--- config.mk ---
export PLATFORM = sky130hd
export DESIGN_NAME = serial_chunk_adder_flat
export DESIGN_NICKNAME = d
export VERILOG_FILES = /design/src/rtl/serial_chunk_adder_if.sv /design/src/rtl/serial_chunk_adder.sv /design/src/flat_wrapper.sv
export SDC_FILE = /design/constraint.sdc
export NUM_CORES = 1
export LEC_CHECK = 0
export ABC_AREA = 1
export BUFFER_PORTS_ARGS = -buffer_cell sky130_fd_sc_hd__buf_2
export CAP_MARGIN = 30
export CORE_MARGIN = 3
export CORE_UTILIZATION = 50
export DETAILED_ROUTE_END_ITERATION = 10
export PLACE_DENSITY = 0.77
export SYNTH_ARGS = -nofsm -noshare
export SYNTH_HDL_FRONTEND = slang
export SYNTH_SLANG_ARGS = --single-unit
--- constraint.sdc ---
create_clock -name clk -period 3.9 [get_ports clk]
set_clock_uncertainty 0.15 [all_clocks]
set_input_delay 0.78 -clock clk [delete_from_list [all_inputs] [get_ports clk]]
set_output_delay 0.78 -clock clk [all_outputs]
set_load 0.02 [all_outputs]
--- src/rtl/serial_chunk_adder_if.sv ---
// Handshake and data bundle for serial_chunk_adder.
// The optional subtract control appears only when SERIAL_CHUNK_ADDER_SUB_EN is defined.
interface serial_chunk_adder_if #(
    parameter int WIDTH = 16
);
    logic             start;
    logic [WIDTH-1:0] A;
    logic [WIDTH-1:0] B;
    logic             Cin;
`ifdef SERIAL_CHUNK_ADDER_SUB_EN
    logic             sub;
`endif
    logic             ready;
    logic             done;
    logic [WIDTH-1:0] sum;
    logic             cout;

    // Requester side: issues operations and observes the result.
    modport master (
`ifdef SERIAL_CHUNK_ADDER_SUB_EN
        output sub,
`endif
        output start, A, B, Cin,
        input  ready, done, sum, cout
    );

    // Adder side: accepts operations and publishes the result.
    modport slave (
`ifdef SERIAL_CHUNK_ADDER_SUB_EN
        input  sub,
`endif
        input  start, A, B, Cin,
        output ready, done, sum, cout
    );
endinterface

--- src/rtl/serial_chunk_adder.sv ---
// Multi-cycle adder: adds two WIDTH-bit operands plus carry-in, CHUNK bits per
// clock, with a registered carry linking successive chunks (LSB chunk first).
// Optional subtract mode is enabled by defining SERIAL_CHUNK_ADDER_SUB_EN.
module serial_chunk_adder #(
    parameter int WIDTH = 16,
    parameter int CHUNK = 4
) (
    input  logic                 clk,
    input  logic                 rst,
    serial_chunk_adder_if.slave  bus
);
    localparam int NCHUNK = WIDTH / CHUNK;
    localparam int CNT_W  = (NCHUNK > 1) ? $clog2(NCHUNK) : 1;
    localparam logic [CNT_W-1:0] LAST = CNT_W'(NCHUNK - 1);

    // Reject configurations the chunk slicing cannot represent.
    if (CHUNK < 1 || CHUNK > WIDTH || (WIDTH % CHUNK) != 0) begin : g_bad_param
        $error("serial_chunk_adder: WIDTH must be a multiple of CHUNK and 1 <= CHUNK <= WIDTH");
    end

    typedef enum logic {
        IDLE = 1'b0,
        RUN  = 1'b1
    } state_t;

    state_t             state_q, state_d;
    logic [WIDTH-1:0]   a_q, a_d;
    logic [WIDTH-1:0]   b_q, b_d;
    logic [WIDTH-1:0]   acc_q, acc_d;
    logic [WIDTH-1:0]   sum_q, sum_d;
    logic [CNT_W-1:0]   cnt_q, cnt_d;
    logic               carry_q, carry_d;
    logic               cout_q, cout_d;
    logic               done_q, done_d;

    logic [CHUNK-1:0]   a_chunk;
    logic [CHUNK-1:0]   b_chunk;
    logic [CHUNK:0]     chunk_sum;
    int                 base;
    logic               sub_sel;

`ifdef SERIAL_CHUNK_ADDER_SUB_EN
    assign sub_sel = bus.sub;
`else
    assign sub_sel = 1'b0;
`endif

    // Narrow adder for the chunk currently selected by the counter.
    always_comb begin
        base      = int'(cnt_q) * CHUNK;
        a_chunk   = a_q[base +: CHUNK];
        b_chunk   = b_q[base +: CHUNK];
        chunk_sum = {1'b0, a_chunk} + {1'b0, b_chunk} + {{CHUNK{1'b0}}, carry_q};
    end

    // Next-state logic: accept in IDLE, step one chunk per cycle in RUN.
    always_comb begin
        // NOTE: every _d gets its hold value first so no path leaves it unassigned (no latches).
        state_d = state_q;
        a_d     = a_q;
        b_d     = b_q;
        acc_d   = acc_q;
        sum_d   = sum_q;
        cnt_d   = cnt_q;
        carry_d = carry_q;
        cout_d  = cout_q;
        done_d  = 1'b0;

        unique case (state_q)
            IDLE: begin
                if (bus.start) begin
                    // Subtraction is A + ~B + ~borrow, so invert B and Cin on capture.
                    a_d     = bus.A;
                    b_d     = sub_sel ? ~bus.B : bus.B;
                    carry_d = bus.Cin ^ sub_sel;
                    cnt_d   = '0;
                    state_d = RUN;
                end
            end
            RUN: begin
                acc_d[base +: CHUNK] = chunk_sum[CHUNK-1:0];
                carry_d              = chunk_sum[CHUNK];
                if (cnt_q == LAST) begin
                    state_d = IDLE;
                    cnt_d   = '0;
                    done_d  = 1'b1;
                    sum_d   = acc_d;
                    cout_d  = chunk_sum[CHUNK];
                end else begin
                    cnt_d = cnt_q + 1'b1;
                end
            end
            default: state_d = IDLE;
        endcase
    end

    // State and datapath registers with synchronous reset.
    always_ff @(posedge clk) begin
        // NOTE: non-blocking assignments so all registers update from the same pre-edge values.
        if (rst) begin
            state_q <= IDLE;
            a_q     <= '0;
            b_q     <= '0;
            acc_q   <= '0;
            sum_q   <= '0;
            cnt_q   <= '0;
            carry_q <= 1'b0;
            cout_q  <= 1'b0;
            done_q  <= 1'b0;
        end else begin
            state_q <= state_d;
            a_q     <= a_d;
            b_q     <= b_d;
            acc_q   <= acc_d;
            sum_q   <= sum_d;
            cnt_q   <= cnt_d;
            carry_q <= carry_d;
            cout_q  <= cout_d;
            done_q  <= done_d;
        end
    end

    assign bus.ready = (state_q == IDLE);
    assign bus.done  = done_q;
    assign bus.sum   = sum_q;
    assign bus.cout  = cout_q;

    // The chunk counter must never address past the last chunk.
    cnt_in_range: assert property (@(posedge clk) disable iff (rst) cnt_q <= LAST);

endmodule

--- src/flat_wrapper.sv ---
// flat-port wrapper written by rule: the top's interface ports become plain ports
module serial_chunk_adder_flat 
#(
    parameter int WIDTH = 16,
    parameter int CHUNK = 4
)
  (clk, rst, bus_start, bus_A, bus_B, bus_Cin, bus_ready, bus_done, bus_sum, bus_cout);
  serial_chunk_adder_if #(.WIDTH(WIDTH)) bus_i ();
  input  logic clk;
  input  logic rst;
  input wire logic [$bits(bus_i.start)-1:0] bus_start;
  input wire logic [$bits(bus_i.A)-1:0] bus_A;
  input wire logic [$bits(bus_i.B)-1:0] bus_B;
  input wire logic [$bits(bus_i.Cin)-1:0] bus_Cin;
  output wire logic [$bits(bus_i.ready)-1:0] bus_ready;
  output wire logic [$bits(bus_i.done)-1:0] bus_done;
  output wire logic [$bits(bus_i.sum)-1:0] bus_sum;
  output wire logic [$bits(bus_i.cout)-1:0] bus_cout;
  assign bus_i.start = bus_start;
  assign bus_i.A = bus_A;
  assign bus_i.B = bus_B;
  assign bus_i.Cin = bus_Cin;
  assign bus_ready = bus_i.ready;
  assign bus_done = bus_i.done;
  assign bus_sum = bus_i.sum;
  assign bus_cout = bus_i.cout;
  serial_chunk_adder #(.WIDTH(WIDTH), .CHUNK(CHUNK)) u_core (.clk(clk), .rst(rst), .bus(bus_i));
endmodule
==> flow_metrics.env <==
export IMPL_status="finished, final reports clean"
export IMPL_synth_edf_count=0
export IMPL_core_area_mm2=0.00599
export IMPL_crit_chain="inv_1, o21ai_0, o22ai_1, fa_1, inv_1, fa_1, nor2_1, nand2_1, o22ai_1, a22o_1"
export IMPL_fin_crit_sh_pct=70.8
export IMPL_avgSynthCellArea_um2=7.48
export IMPL_antenna_found_initial=0
export IMPL_initial_core_util_pct=52.2
export IMPL_grt_setup_unrepaired="no"
export IMPL_leakage_nw=1.78
export IMPL_yosysSeqAreaShare_pct=44.8
export IMPL_slowest_delay_ns=0.51
export IMPL_drc=0
export IMPL_cp_required_ns=4.04
export IMPL_final_nets=511
export IMPL_r2r_end="u_core.bus.sum[13]"
export IMPL_cpMaxStageDelayCell="dfxtp_1"
export IMPL_post_route_util_pct=60.2
export IMPL_drt_first_pass_iters=4
export IMPL_yosys_area_share_adder_pct=4.88
export IMPL_cts_root_buf="clkbuf_8"
export IMPL_synth_compound_area_share_pct=20.4
export IMPL_hold_depth=2
export IMPL_yosys_area_share_simple_pct=19.6
export IMPL_worst_path_buf_inv=2
export IMPL_grt_pass1_wl_mm=11.6
export IMPL_power_density_mw_per_mm2=459
export IMPL_cap_violations=0
export IMPL_synth_xor_area_share_pct=0
export IMPL_drive_above_1_share_pct=16.4
export IMPL_place_gp_congestion=0.857
export IMPL_die_area_mm2=0.00724
export IMPL_yosysWarnings=0
export IMPL_clkPwrFrac_pct=37.7
export IMPL_slew_headroom_pct=39.6
export IMPL_cts_hold_buf=0
export IMPL_ys_types=27
export IMPL_post_cts_setup_buffers=0
export IMPL_die_w_um=85.1
export IMPL_cp_start_kind="register"
export IMPL_numPortBuffers=54
export IMPL_seqPwrFrac_pct=47.2
export IMPL_pwr_share_comb_pct=15.1
export IMPL_hpwl_mm=4.80
export IMPL_diodes=0
export IMPL_holdPathEnd="u_core.bus.sum[15]"
export IMPL_async_reset_ff_share_pct=0
export IMPL_ys_ff_latch=70
export IMPL_synthCells=418
export IMPL_drv_slew=0
export IMPL_p_int_mw=1.21
export IMPL_arrival_ns=2.90
export IMPL_syn_area_mm2=0.00313
export IMPL_r2r_cells=10
export IMPL_muxShareOfSynthArea_pct=0
export IMPL_dieHeight_um=85.1
export IMPL_track_usage_pct=19.8
export IMPL_path_max_fanout=13
export IMPL_viasPerCell=5.16
export IMPL_cts_tree="done"
export IMPL_ant_nets=0
export IMPL_totalWireLength_mm=6.80
export IMPL_avgRoutedWirePerCell_um=12.5
export IMPL_cts_sinks=70
export IMPL_synth_top_flop_cell="dfxtp_1"
export IMPL_fmax_mhz=362
export IMPL_worst_hold_path_type="reg2reg"
export IMPL_clk_latency_ns=0.34
export IMPL_placementRows=28
export IMPL_mostFrequentLayoutCells="nor2_1, dfxtp_1, buf_2, o21ai_0, inv_1"
export IMPL_post_cts_resized=0
export IMPL_grt_max_degree=35
export IMPL_fill_cells=550
export IMPL_hold_worst_slack_ns=0.298
export IMPL_p_sw_share_pct=26.6
export IMPL_dr_total_vias=2806
export IMPL_path_class="reg2reg"
export IMPL_area_delta_synth_final_pct=15.2
export IMPL_clk_pin_slew_worst_paths_ns=0.07
export IMPL_fin_crit_ns=2.76
export IMPL_setup_viol=0
export IMPL_power_switching_mw=0.440
export IMPL_final_setup_tns_ns=0
export IMPL_r2r_start="u_core.cnt_q[1]"
export IMPL_ios=55
export IMPL_tightest_slew_ns=0.905
export IMPL_overflow=0
export IMPL_r2r_setup_slack_ns=1.14
export IMPL_endpoint_kind="register"
export IMPL_synth_top_family_by_area="compound AO/OA/AOI/OAI gates"
export IMPL_ir_worst_vdd_mv=0.245
export IMPL_clockBufferDepth=2
export IMPL_cts_inserted_buffers=9
export IMPL_final_common_cell="nor2_1"
export IMPL_htree_levels=3
export IMPL_syn_nets=465
export IMPL_grt_pass1_vias=2544
export IMPL_drt_iter0_markers=173
export IMPL_path_delay_family="adder cells"
export IMPL_final_hold_violation_count=0
export IMPL_min_from="u_core.bus.sum[15]"
-- cell usage after synthesis, types with 2 or more instances --
| library cell | instances | area, um2 |
|---|---|---|
| nand3_1 | 8 | 40.0 |
| a31oi_1 | 2 | 12.5 |
| fa_1 | 2 | 40.0 |
| a22o_1 | 11 | 96.3 |
| buf_6 | 3 | 33.8 |
| nor2_1 | 88 | 330 |
| a21oi_1 | 17 | 85.1 |
| o22ai_1 | 15 | 93.8 |
| clkbuf_1 | 6 | 22.5 |
| inv_1 | 50 | 188 |
| dfxtp_1 | 70 | 1400 |
| buf_2 | 8 | 40.0 |
| nor2_4 | 3 | 33.8 |
| a32oi_1 | 2 | 17.5 |
| o21ai_1 | 10 | 50.1 |
| nand4_1 | 3 | 18.8 |
| nand2_1 | 48 | 180 |
| ha_1 | 9 | 113 |
| buf_4 | 3 | 22.5 |
| o21ai_0 | 53 | 265 |
-- worst max path at each step --
stage               cells after the start                  to            start
floorplan                              12  u_core.bus.sum[13]  u_core.cnt_q[0]
detailed placement                     10  u_core.bus.sum[13]  u_core.cnt_q[1]
global route                           13  u_core.bus.sum[14]  u_core.cnt_q[0]
global placement                       10  u_core.bus.sum[13]  u_core.cnt_q[1]
CTS                                    10  u_core.bus.sum[13]  u_core.cnt_q[1]
finish                                 10  u_core.bus.sum[13]  u_core.cnt_q[1]
-- routing by layer --
metal | wire length (um) | global-route usage [%] | vias up
met5 | 0 | 0 | -
met4 | 101 | 8.20 | 0
met3 | 344 | 3.79 | 11
met2 | 3060 | 29.7 | 69
met1 | 3290 | 28.0 | 1274
li1 | - | - | 1452
-- cells by family after synthesis --
group	count (synthesis)
compound gates	112
flops	70
buf+inv	73
fa+ha+maj	11
simple gates	152
-- state kept, by name (all words and copies together), names as in the netlist --
signal / count
u_core.bus.sum: 16
u_core.state_q: 1
u_core.acc_q: 16
u_core.bus.cout: 1
u_core.b_q: 16
u_core.a_q: 16
u_core.bus.done: 1
u_core.cnt_q: 2
u_core.carry_q: 1
-- worst reg2reg max path: cells and delay by family, from the launching register on --
family          cells  cell delay [ns]
fa+ha+maj           2             0.87
compound gates      4             0.59
simple gates        2             0.24
flops               1             0.51
buf+inv             2             0.35
-- cell type report --
cell class | count | area [um2] | area share, %
multi-input combinational | 275 | 1410 | 39.0
sequential | 70 | 1400 | 38.9
timing repair buffer | 56 | 285 | 7.91
inverter | 52 | 199 | 5.52
clock buffer | 14 | 183 | 5.07
tap | 75 | 93.8 | 2.60
clock inverter | 2 | 37.5 | 1.04
-- metrics by stage --
step | area, um2 | std cells | total power, mW | setup WS, ns
detailed placement | 3380 | 528 | 1.04 | 1.17
CTS | 3600 | 544 | 1.66 | 1.16
finish | 3600 | 544 | 1.65 | 1.14
global placement | 3380 | 528 | 1.03 | 1.29
global route | 3600 | 544 | 1.74 | 0.846
floorplan | 3130 | 418 | 0.977 | 1.32
-- power by group through the flow --
stage | combinational (mW) | clock (mW) | sequential [mW]
floorplan | 0.188 | 0 | 0.789
CTS | 0.248 | 0.635 | 0.781
detailed placement | 0.246 | 0 | 0.797
global route | 0.286 | 0.668 | 0.785
global placement | 0.239 | 0 | 0.796
finish | 0.250 | 0.623 | 0.781
(Power assumes the default switching activity.)
